### src/rtl/imm_encoder.sv
// imm_encoder: packs a signed immediate into the immediate fields of a RISC-V
// instruction word (bits [31:7]). It takes the non-immediate fields from
// 'base' and flags immediates that do not fit the selected format.
// Each result is registered behind a one-deep valid/ready output stage.
// A saturating counter tracks how many accepted requests were flagged.
//
// Handshake: a transfer happens on a rising edge where valid && ready.
// The producer holds its payload steady while valid && !ready.
// in_ready = !out_valid || out_ready, so the block can take a new request in
// the same cycle that the consumer drains the current result. This gives
// back-to-back results with no bubble.
module imm_encoder (
  input  logic        clk,
  input  logic        rst,
  input  logic        in_valid,
  output logic        in_ready,
  input  logic [2:0]  imm_src,
  input  logic [31:0] imm,
  input  logic [24:0] base,
  output logic        out_valid,
  input  logic        out_ready,
  output logic [24:0] out_data,
  output logic        out_err,
  output logic [7:0]  err_cnt
);

  localparam logic [2:0] SRC_I     = 3'b000;
  localparam logic [2:0] SRC_S     = 3'b001;
  localparam logic [2:0] SRC_B     = 3'b010;
  localparam logic [2:0] SRC_J     = 3'b011;
  localparam logic [2:0] SRC_U     = 3'b100;
  localparam logic [2:0] SRC_SRA   = 3'b101;
  localparam logic [2:0] SRC_SHIFT = 3'b110;

  logic        accept;
  logic [24:0] enc_data;
  logic        enc_err;

  // Range checks. The I/S/B/J immediates are sign-extended from their top
  // bit, so every bit above that position must match it.
  logic fits_12;  // imm[31:11] all equal
  logic fits_13;  // imm[31:12] all equal
  logic fits_21;  // imm[31:20] all equal
  logic fits_sh;  // shift amount fits in 5 unsigned bits

  assign fits_12 = (&imm[31:11]) || (~|imm[31:11]);
  assign fits_13 = (&imm[31:12]) || (~|imm[31:12]);
  assign fits_21 = (&imm[31:20]) || (~|imm[31:20]);
  assign fits_sh = ~|imm[31:5];

  assign in_ready = !out_valid || out_ready;
  assign accept   = in_valid && in_ready;

  // Scatter the immediate into the per-format field layout. Fields are still
  // written, truncated, when the range check fails.
  always_comb begin
    enc_data = base;
    enc_err  = 1'b0;
    case (imm_src)
      SRC_I: begin
        enc_data[24:13] = imm[11:0];
        enc_err         = !fits_12;
      end
      SRC_S: begin
        enc_data[24:18] = imm[11:5];
        enc_data[4:0]   = imm[4:0];
        enc_err         = !fits_12;
      end
      SRC_B: begin
        enc_data[24]    = imm[12];
        enc_data[23:18] = imm[10:5];
        enc_data[4:1]   = imm[4:1];
        enc_data[0]     = imm[11];
        enc_err         = !fits_13 || imm[0];
      end
      SRC_J: begin
        enc_data[24]    = imm[20];
        enc_data[23:14] = imm[10:1];
        enc_data[13]    = imm[11];
        enc_data[12:5]  = imm[19:12];
        enc_err         = !fits_21 || imm[0];
      end
      SRC_U: begin
        enc_data[24:5]  = imm[31:12];
        enc_err         = |imm[11:0];
      end
      SRC_SRA, SRC_SHIFT: begin
        // funct7 (bits [24:18]) stays as supplied in base, which tells the
        // arithmetic shift apart from the logical one.
        enc_data[17:13] = imm[4:0];
        enc_err         = !fits_sh;
      end
      default: begin
        // Invalid format code: base passes through untouched.
        enc_data = base;
        enc_err  = 1'b1;
      end
    endcase
  end

  // Output register and error counter. Reset wins over a same-cycle accept.
  always_ff @(posedge clk) begin
    if (rst) begin
      out_valid <= 1'b0;
      out_data  <= 25'd0;
      out_err   <= 1'b0;
      err_cnt   <= 8'd0;
    end else begin
      if (accept) begin
        out_valid <= 1'b1;
        out_data  <= enc_data;
        out_err   <= enc_err;
        if (enc_err && (err_cnt != 8'hFF)) begin
          err_cnt <= err_cnt + 8'd1;
        end
      end else if (out_ready) begin
        out_valid <= 1'b0;
      end
    end
  end

endmodule

### config.mk
export PLATFORM = sky130hd
export DESIGN_NAME = imm_encoder
export DESIGN_NICKNAME = d
export VERILOG_FILES = /design/src/rtl/imm_encoder.sv
export SDC_FILE = /design/constraint.sdc
export NUM_CORES = 1
export LEC_CHECK = 0
export CORE_MARGIN = 3
export CORE_UTILIZATION = 30
export CTS_BUF_LIST = sky130_fd_sc_hd__clkbuf_8
export DETAILED_ROUTE_END_ITERATION = 8
export PLACE_DENSITY = 0.68
export SLEW_MARGIN = 40
export SYNTH_ARGS = -nofsm -noshare
export SYNTH_HDL_FRONTEND = slang
export SYNTH_SLANG_ARGS = --single-unit
### constraint.sdc
create_clock -name clk -period 3.45 [get_ports clk]
set_input_delay 0.5175 -clock clk [delete_from_list [all_inputs] [get_ports clk]]
set_output_delay 0.5175 -clock clk [all_outputs]
set_load 0.02 [all_outputs]
==> summary.txt <==
Final period util -> 76.7%
GR Util All Layers -> 17.1%
detailed-route via count -> 2246
Nets -> 414
initial antenna violation count -> 0
Synth Area in XOR/XNOR -> 0.866%
core area -> 6460 µm²
Arrival @ worst endpoint -> 2.82 ns
clk sink count -> 35
initial core utilization -> 31.3%
Yosys cell types -> 44
nature of the critical path endpoint -> register
status -> finished, final reports clean
CTS Buffer Depth -> 2
Final Slew Violations -> 0
post-layout min period -> 2.65 ns
Syn Nets -> 321
DR WL/cell -> 15.4 µm
setup violators final -> 0
Placed Area -> 3060 µm²
die outline width -> 88.1 µm
max_cap viols -> 0
Total Routed Length -> 6580 µm
fmax -> 0.378 GHz
I/O Buffers -> 99
CTS tree -> built
area delta synth->final -> 56.7%
Synth warnings -> 0
CP Max Fanout -> 14
Final Worst Setup Slack -> 0.804 ns
ys async rst share -> 0%
worst-skew pair later-pin latency -> 0.28 ns
RSZ-0062 raised after global routing -> false
critical path class -> input pin to register
Mapped Avg Cell Area -> 7.90 µm²
TritonCTS buffer count -> 5
DR vias/cell -> 5.26
Design Area, Final -> 3170 µm²
clk_skew -> 0.00492 ns
IO Pins -> 100
CTS Hold Bufs -> 0
htree depth -> 2
Post-route DRC -> 0
Tot Pwr -> 0.00114 W
sequential area share after synthesis -> 34.6%
largest family of logic cells by synthesized area -> simple AND/OR/NAND/NOR gates
most common cell after layout, fill and taps aside -> clkdlybuf4s50_1
clk slew on worst S/H paths -> 0.07 ns
initial DRC count -> 124
Max VDD drop -> 0.149 mV
synthesized instance count -> 256
share of post-route cells with drive strength above 1 -> 7.14%
Post-synth EDFFs -> 0
area of the multi-input gates -> 1220 µm²
area share of fa/ha/maj cells after synthesis -> 0.618%
ant diodes -> 0
GRT overflow -> 0
Place WS -> 0.506 ns
Synth Area in Compound Gates -> 23.1%
FF+latch count, synth -> 35
row cnt -> 29
die area -> 7770 µm²
Slew headroom -> 55.7%
largest net degree at the start of global routing -> 30
most frequent cells in the layout -> clkdlybuf4s50_1, nor2_1, dfxtp_1, a21oi_1, nand2_1
Fin Setup TNS -> 0 ns
Mapped Area -> 2020 µm²
Cell Pwr Density -> 359 nW/µm²
hpwl dp -> 5130 µm
cts repair resizes -> 0
min-delay worst type -> register to register
drt pass-1 iters -> 4
Req. time, crit path -> 3.62 ns
RD Place Congestion -> 0.900
worst-margin pin slew -> 0.663 ns
Synth Flop Type -> dfxtp_1
Storage cell area -> 701 µm²
Leak -> 1.15 nW
Simple-Gate Fraction of Synth Area -> 25.5%
vias in the first global route -> 2129
first-pass GRT wire length -> 10400 µm
die height -> 88.1 µm
Setup Buffers After CTS -> 0
antenna-violating nets left -> 0
fill count -> 606
clk root buf -> clkbuf_8
final hold violations -> 0
mux share of post-synthesis cell area -> 10.3%
Worst Setup Start Kind -> input pin
-- cell families (layout without fill, tap and decap cells) --
group,after synthesis,count (layout)
AND/OR/NAND/NOR,106,106
AO/OA/AOI/OAI,70,70
flip-flops,35,35
buffers and inverters,22,116
multiplexers,20,20
XOR/XNOR,2,2
adder cells (fa/ha/maj),1,1
-- metrics by stage --
stage                     cells  hold WS, ns  utilization (%)
after floorplan             256        0.561                -
after global placement      419        0.469             47.4
after detailed placement    419        0.479             47.4
after CTS                   427        0.495             49.2
after global routing        427        0.514             49.1
final                       427        0.496             49.1
-- power breakdown --
group | total [W] | internal [W] | switching (W)
combinational | 0.000318 | 0.000164 | 0.000154
clock | 0.000375 | 0.000215 | 0.000160
sequential | 0.000447 | 0.000431 | 0.0000153
total | 0.00114 | 0.000811 | 0.000329
-- registers in the layout, indices dropped and copies added (netlist names) --
signal     cells
out_data      25
err_cnt        8
out_err        1
out_valid      1
-- critical path, stage by stage --
cell and delay [ns]:
clkdlybuf4s50_1 0.64, or4b_2 0.75, o22ai_1 0.15, o211a_2 0.34, nor3_1 0.10, mux2_1 0.31
-- Yosys cell counts (2+ instances only) --
| master | n | area [µm²] |
|---|---|---|
| inv_1 | 4 | 15.0 |
| xnor2_1 | 2 | 17.5 |
| a21oi_1 | 22 | 110 |
| nor4_1 | 6 | 37.5 |
| mux2_2 | 5 | 56.3 |
| nor3_1 | 9 | 45.0 |
| or3_1 | 5 | 31.3 |
| nand4_1 | 6 | 37.5 |
| buf_1 | 2 | 7.51 |
| mux2i_1 | 14 | 140 |
| a311oi_1 | 6 | 52.6 |
| and3_1 | 2 | 12.5 |
| or2_2 | 2 | 12.5 |
| o22ai_1 | 3 | 18.8 |
| buf_2 | 2 | 10.0 |
| nor2_1 | 39 | 146 |
| nand2_1 | 19 | 71.3 |
| buf_6 | 2 | 22.5 |
| o311a_1 | 2 | 20.0 |
| dfxtp_1 | 35 | 701 |
| a211oi_1 | 15 | 113 |
| nand3_1 | 4 | 20.0 |
| o211ai_1 | 2 | 15.0 |
| clkbuf_1 | 12 | 45.0 |
| nand2b_1 | 2 | 12.5 |
| o21ai_0 | 10 | 50.1 |
| a221o_1 | 4 | 40.0 |
| nor2b_1 | 4 | 25.0 |
-- worst paths after layout --
| path | from | endpoint | slack (ns) | cells after the start |
|---|---|---|---|---|
| setup / recovery | imm_src[2] | err_cnt[5] | 0.80 | 6 |
| setup reg to reg | err_cnt[0] | err_cnt[5] | 1.77 | 6 |
| hold / removal | out_data[8] | out_data[8] | 0.50 | 2 |
| hold reg to reg | out_data[8] | out_data[8] | 0.50 | 2 |
-- final cells by class --
cell class	count	area share, %
flip-flops and latches	35	22.1
multi-input cells	199	38.6
inverters	4	0.474
clock buffers	5	2.17
clock inverters	3	1.38
well taps	77	3.04
repair buffers	104	32.3
-- per-layer routing --
metal  GRT usage, %  part of all wire (%)  routed length [µm]  vias to the layer above
met3           5.08                   9.6                 635                        4
met2           26.4                    44                2920                       97
met4           3.98                  0.68                  45                        0
met5              0                     0                   0                        -
li1               -                     -                   -                     1139
met1           23.6                    45                2990                     1006
No activity file was read; power rests on OpenSTA's default activity.
